### config.mk
export PLATFORM = sky130hd
export DESIGN_NAME = sipo_rx
export DESIGN_NICKNAME = d
export VERILOG_FILES = /design/src/rtl/sipo_rx.sv
export SDC_FILE = /design/constraint.sdc
export NUM_CORES = 1
export LEC_CHECK = 0
export ABC_AREA = 1
export CORE_MARGIN = 2
export CORE_UTILIZATION = 54
export CTS_BUF_LIST = sky130_fd_sc_hd__clkbuf_16
export DETAILED_ROUTE_END_ITERATION = 10
export PLACE_DENSITY = 0.8
export SLEW_MARGIN = 10
export SYNTH_ARGS = -nofsm -noshare
export SYNTH_HDL_FRONTEND = slang
export SYNTH_SLANG_ARGS = --single-unit
### constraint.sdc
create_clock -name clk -period 4.5 [get_ports clk]
set_clock_uncertainty 0.2 [all_clocks]
set_input_delay 0.9 -clock clk [delete_from_list [all_inputs] [get_ports clk]]
set_output_delay 0.9 -clock clk [all_outputs]
set_load 0.01 [all_outputs]
### src/rtl/sipo_rx.sv
// Serial-in/parallel-out receiver: oversamples a forwarded serial clock, shifts data MSB first,
// and hands completed words downstream through a valid/ack handshake with overrun/abort flags.
module sipo_rx #(
    parameter int unsigned WIDTH        = 32,
    parameter int unsigned SYNC_STAGES  = 2,
    parameter int unsigned IDLE_TIMEOUT = 16
) (
    input  logic             clk,
    input  logic             rst,
    input  logic             enable,
    input  logic             sclk_in,
    input  logic             sdata_in,
    input  logic             ack,
    input  logic             clr,
    output logic [WIDTH-1:0] data_out,
    output logic             valid,
    output logic             overrun,
    output logic             frame_err,
    output logic [5:0]       bit_count,
    output logic [15:0]      word_count
);

    localparam logic [1:0] StDisabled = 2'd0;
    localparam logic [1:0] StWait     = 2'd1;
    localparam logic [1:0] StShift    = 2'd2;

    localparam int unsigned IdleW    = $clog2(IDLE_TIMEOUT);
    localparam logic [IdleW-1:0] IdleLast = IdleW'(IDLE_TIMEOUT - 1);
    localparam logic [5:0]       LastBit  = 6'(WIDTH - 1);

    logic [SYNC_STAGES-1:0] sclk_sync_q, sdata_sync_q;
    logic                   sclk_s, sdata_s;
    logic                   sclk_q, rise_q, sdata_q;

    logic [1:0]       state_q, state_d;
    logic [WIDTH-1:0] shift_q, shift_d;
    logic [5:0]       bit_cnt_q, bit_cnt_d;
    logic [IdleW-1:0] idle_q, idle_d;
    logic [WIDTH-1:0] data_q, data_d;
    logic             valid_q, valid_d;
    logic             overrun_q, overrun_d;
    logic             frame_err_q, frame_err_d;
    logic [15:0]      word_cnt_q, word_cnt_d;
    logic             complete, overrun_set;
    logic [WIDTH-1:0] shifted;

    assign sclk_s  = sclk_sync_q[SYNC_STAGES-1];
    assign sdata_s = sdata_sync_q[SYNC_STAGES-1];
    assign shifted = {shift_q[WIDTH-2:0], sdata_q};

    // Edge detect is registered; sdata_q is captured alongside so the bit stays aligned with rise_q.
    always_ff @(posedge clk or posedge rst) begin
        if (rst) begin
            sclk_sync_q  <= '0;
            sdata_sync_q <= '0;
            sclk_q       <= 1'b0;
            rise_q       <= 1'b0;
            sdata_q      <= 1'b0;
        end else begin
            sclk_sync_q  <= {sclk_sync_q[SYNC_STAGES-2:0], sclk_in};
            sdata_sync_q <= {sdata_sync_q[SYNC_STAGES-2:0], sdata_in};
            sclk_q       <= sclk_s;
            rise_q       <= sclk_s & ~sclk_q;
            sdata_q      <= sdata_s;
        end
    end

    always_comb begin
        state_d     = state_q;
        shift_d     = shift_q;
        bit_cnt_d   = bit_cnt_q;
        idle_d      = idle_q;
        frame_err_d = 1'b0;
        complete    = 1'b0;
        if (!enable) begin
            state_d   = StDisabled;
            bit_cnt_d = '0;
            idle_d    = '0;
        end else begin
            case (state_q)
                StDisabled: state_d = StWait;
                StWait: begin
                    if (rise_q) begin
                        shift_d   = shifted;
                        bit_cnt_d = 6'd1;
                        idle_d    = '0;
                        state_d   = StShift;
                    end
                end
                StShift: begin
                    if (rise_q) begin
                        shift_d = shifted;
                        idle_d  = '0;
                        if (bit_cnt_q == LastBit) begin
                            complete  = 1'b1;
                            bit_cnt_d = '0;
                            state_d   = StWait;
                        end else begin
                            bit_cnt_d = bit_cnt_q + 6'd1;
                        end
                    end else if (idle_q == IdleLast) begin
                        frame_err_d = 1'b1;
                        shift_d     = '0;
                        bit_cnt_d   = '0;
                        idle_d      = '0;
                        state_d     = StWait;
                    end else begin
                        idle_d = idle_q + 1'b1;
                    end
                end
                default: state_d = StDisabled;
            endcase
        end
    end

    // A completion in the ack cycle replaces the word being consumed rather than overrunning.
    always_comb begin
        data_d      = data_q;
        valid_d     = valid_q;
        word_cnt_d  = word_cnt_q;
        overrun_set = 1'b0;
        if (complete) begin
            word_cnt_d = word_cnt_q + 16'd1;
            if (!valid_q || ack) begin
                data_d  = shifted;
                valid_d = 1'b1;
            end else begin
                overrun_set = 1'b1;
            end
        end else if (valid_q && ack) begin
            valid_d = 1'b0;
        end
        overrun_d = overrun_set ? 1'b1 : (clr ? 1'b0 : overrun_q);
    end

    always_ff @(posedge clk or posedge rst) begin
        if (rst) begin
            state_q     <= StDisabled;
            shift_q     <= '0;
            bit_cnt_q   <= '0;
            idle_q      <= '0;
            data_q      <= '0;
            valid_q     <= 1'b0;
            overrun_q   <= 1'b0;
            frame_err_q <= 1'b0;
            word_cnt_q  <= '0;
        end else begin
            state_q     <= state_d;
            shift_q     <= shift_d;
            bit_cnt_q   <= bit_cnt_d;
            idle_q      <= idle_d;
            data_q      <= data_d;
            valid_q     <= valid_d;
            overrun_q   <= overrun_d;
            frame_err_q <= frame_err_d;
            word_cnt_q  <= word_cnt_d;
        end
    end

    assign data_out   = data_q;
    assign valid      = valid_q;
    assign overrun    = overrun_q;
    assign frame_err  = frame_err_q;
    assign bit_count  = bit_cnt_q;
    assign word_count = word_cnt_q;

endmodule

### Word level (Yosys, flattened, before mapping)

Index checks and enable logic that the tools add are counted.

| word-level totals | value |
|---|---|
| register bits after elaboration | 101 |
| RAM bits | 0 |
| latch bits | 0 |
| input port bits | 7 |
| memories | 0 |
| memory bits (read-only) | 0 |

| operators by class | value |
|---|---|
| shift-type cells | 0 |
| equal/unequal tests | 11 |
| magnitude comparators | 0 |
| reductions and logical operators | 13 |
| multiply operators | 0 |
| muxes and demuxes | 36 |
| bitwise gates (word level) | 2 |
| $add $sub $neg | 3 |
| divide/modulo/power cells | 0 |

Operators by type and width:

| kind | count |
|---|---|
| $mux 31 | 3 |
| $pmux 31 s2 | 1 |
| $mux 6 | 5 |
| $add 16x1->16 const B | 1 |
| $mux 4 | 4 |
| $mux 1 | 15 |
| $pmux 6 s2 | 1 |
| $mux 2 | 5 |
| $ne 4x4->1 const B | 2 |
| $pmux 4 s2 | 1 |
| $add 6x1->6 const B | 1 |
| $eq 6x5->1 const B | 1 |
| $ne 3x3->1 const B | 2 |
| $pmux 2 s3 | 1 |
| $reduce_and 2->1 | 3 |
| $reduce_and 3->1 | 2 |
| $reduce_bool 2->1 | 3 |
| $add 4x1->4 const B | 1 |
| $eq 4x4->1 const B | 1 |
| $reduce_and 4->1 | 1 |
| $ne 3x1->1 const B | 1 |
| $eq 2x1->1 const B | 1 |
| $eq 2x2->1 const B | 1 |
| $logic_not 2->1 | 1 |
| 7 further kinds | 7 |

### Logic depth before layout (Yosys ltp)

| depth | value |
|---|---|
| depth in word-level cells | 7 |
| depth in mapped cells | 10 |
| depth with buffers taken out | 9 |

### Worst setup path before layout

No wires, ideal clock.

| timing path | value |
|---|---|
| path kind | in2reg |
| from | input port enable |
| to | register data_q[11] (netlist: data_out[11]) |
| required time | 4183 ps |
| setup slack | 2356 ps |
| arrival | 1827 ps |
| cell stages on the path | 9 |
| buffers on the path | 2 |
| library setup time | 117 ps |
| cell sequence | buf_4 > nand2_1 > nor2_4 > inv_2 > nor2_8 > nand2_8 > buf_6 > nand2_2 > o21ai_2 |

| between the ends | value |
|---|---|
| longest elaborated chain between the ends | 2 |

Ends and longest elaborated chain:

| element | line | RTL |
|---|---|---|
| start: declaration | 10 | `input logic enable,` |
| $mux 1 | 75 | `if (!enable) begin` |
| $reduce_and 2->1 (no line) | n/a |  |
| end signal: assignment | 152 | `data_q <= data_d;` |
| end: declaration | 39 | `logic [WIDTH-1:0] data_q, data_d;` |

Every way passes these cells.
A chain may end at the register's enable or synchronous reset.

### Final worst setup path

| timing path | value |
|---|---|
| from | input port enable |
| to | register data_q[1] (netlist: data_out[1]) |

The elaborated chain is that of the path after synthesis.

==> qor.yml <==
status: "finished, final reports clean"
period_minus_slack_ps: 2780
clk_latency_ps: 340
cts_tree: "done"
drive_gt1_frac: 0.155
cts.sinks: 101
routed_wl_um: 9310
cp-start-kind: "input pin"
wl_per_cell_um: 14.2
setup_viol: 0
path_class: "input pin to register"
io_buffer_count: 63
syn_to_final_growth_pct: 21.6
path_delay_family: "simple AND/OR/NAND/NOR gates"
grt_max_degree: 64
via_count: 3549
rsz0062_at_grt: "no"
syn_area_um2: 4550
cts_hold_buffers: 0
h-tree-depth: 3
fp-row-count: 33
postRouteAntennaNets: 0
power.leakage_nw: 2.56
antenna_found_initial: 0
critical-path-max-stage-delay_ps: 680
grt_overflow: 0
cts_post_setup_buffers_inserted: 0
synthArstFlopShare: 1.00
tightest_slew_ps: 1090
maxSlewHeadroom: 0.270
worstPathCellList: "clkdlybuf4s50_1, nand2_1, nor2_4, inv_2, nor2_8, nand2_8, nand2_1, o21ai_2"
max_freq_ghz: 0.360
cts-resized-gates: 0
syn_avg_cell_area_um2: 9.39
die_x_um: 95.8
coreArea_um2: 8180
place_hpwl_um: 6170
first_global_vias: 3398
syn_nets: 495
crit_path_end_kind: "register"
grtUsageTotal: 0.219
synth_edf_count: 0
finalWeightedCongestion: 0.849
yosys-top-cells-area: "dfrtp_1 (55%), nand2_1 (7.1%), o21ai_2 (6.0%), inv_1 (5.4%), nand4_1 (4.9%)"
fin_tns_setup_ps: 0
viasPerCell: 5.43
combPwrFrac: 0.147
nets: 553
crit_slowest_cell: "clkdlybuf4s50_1"
synth_most_common_cell: "dfrtp_1"
drt_iter0_markers: 227
yosysSeqAreaShare: 0.555
synth-main-ff-cell: "dfrtp_1"
synth_top_area_frac: 0.555
power_switching_mw: 0.681
startpoint: "enable"
p_int_mw: 1.64
cp_num_buf_inv: 2
period_share: 0.618
p_sw_frac: 0.294
die_area_um2: 9180
holdWs_ps: 143
yosysUniqueCellTypes: 31
cp_common_cell: "nand2_1"
r2r_start: "idle_q[0]"
clk_path_buf_depth: 2
dr.pass1.iters: 4
boundaryPins: 64
root_buffer: "clkbuf_16"
ys_seq_elements: 101
cp.arrival_ps: 2790
synth_common_cells: "dfrtp_1 (101), nand2_1 (86), inv_1 (66), nand4_1 (36), o21ai_0 (35)"
cp.required_ps: 4510
powerDensity_nw_per_um2: 419
hold_viol_final: 0
post-route-util: 0.678
holdCritStartpoint: "sdata_sync_q[1]"
pwr-share-seq: 0.494
maxCapViolCount: 0
route.detailed.drc: 0
grt_pass1_wl_um: 15700
start_util: 0.557
diodes: 0
dieHeight_um: 95.8
yosys.area.top_type: "dfrtp_1"
hold_class: "register to register"
ys_warn_count: 0
crit_fanout: 63
synth_cells: 485
power_mw: 2.32
ir_drop_v: 0.000234
maxSlewViolCount: 0
clk_transition_reported_paths_ps: 70
cts_buffers: 9
power_frac_clock: 0.359
-- placed cells by master (no fill, tap or decap), drive strengths merged --
cell type	netlist	final
or2	1	1
ha	3	3
and3	1	1
inv	68	71
dfrtp	101	101
nor2	33	33
a21oi	5	5
clkinv	0	2
xnor2	1	1
clkbuf	6	9
nand4	36	36
nand3	23	23
nand3b	1	1
xor2	7	7
nand2	109	109
bufinv	0	2
o21ai	72	72
nor3	3	3
buf	14	4
clkdlybuf4s50	0	63
o22ai	1	1
-- per-layer routing --
layer | track usage | part of all wire | routed length [µm] | up-vias
met5 | 0 | 0 | 0 | -
met4 | 0.0714 | 0.015 | 137 | 0
li1 | - | - | - | 1690
met1 | 0.300 | 0.44 | 4090 | 1729
met3 | 0.0376 | 0.050 | 468 | 14
met2 | 0.358 | 0.50 | 4610 | 116
-- logic make-up (layout without fill, tap and decap cells) --
logic type	count (synthesis)	count (layout)	share of synthesized area
AND/OR/NAND/NOR	207	207	0.225
flip-flops	101	101	0.555
buffers and inverters	88	151	0.0852
AO/OA/AOI/OAI	78	78	0.112
XOR/XNOR	8	8	0.0154
adder cells (fa/ha/maj)	3	3	0.00824
-- worst paths after layout --
path,depth (start not counted),endpoint,slack (ps)
max,8,data_out[1],1720
min,0,sdata_q,140
max reg2reg,7,shift_q[7],1860
min reg2reg,0,sdata_q,140
max in group asynchronous,3,data_out[12],2470
min in group asynchronous,2,word_count[15],780
-- registers in the layout (all words and copies together), names as in the netlist --
signal	flops
valid	1
sclk_q	1
word_count	16
idle_q	4
bit_count	6
overrun	1
shift_q	31
state_q	2
sclk_sync_q	2
sdata_sync_q	2
frame_err	1
rise_q	1
sdata_q	1
data_out	32
-- power by group through the flow --
stage | registers [mW] | clock network (mW) | logic (mW)
2_1_floorplan | 1.13 | 0 | 0.257
3_3_place_gp | 1.15 | 0 | 0.323
3_5_place_dp | 1.15 | 0 | 0.340
4_1_cts | 1.14 | 0.844 | 0.346
5_1_grt | 1.16 | 0.889 | 0.385
6_report | 1.15 | 0.832 | 0.342
-- per-stage QoR --
step / cell area (µm²) / setup WS (ps) / instances
4_1_cts: 5540 / 1730 / 653
5_1_grt: 5540 / 1590 / 653
6_report: 5540 / 1720 / 653
3_3_place_gp: 5220 / 1500 / 637
3_5_place_dp: 5220 / 1430 / 637
2_1_floorplan: 4550 / 753 / 485
-- worst register-to-register path: stages (launching register included) --
cell and delay, ps:
dfrtp_1 400, ha_1 210, nand3_1 120, nand2_1 810, nand2_1 160, nor2_2 120, buf_4 300, o21ai_0 170
-- cell type report --
class	instances	area, µm²
fillers	640	2640
repair buffers	67	661
clock buffers	9	225
clock inverters	7	96.3
well taps	105	131
flip-flops and latches	101	2530
multi-input cells	296	1640
inverters	68	258
Note: power is estimated with default switching activity, not from simulation.
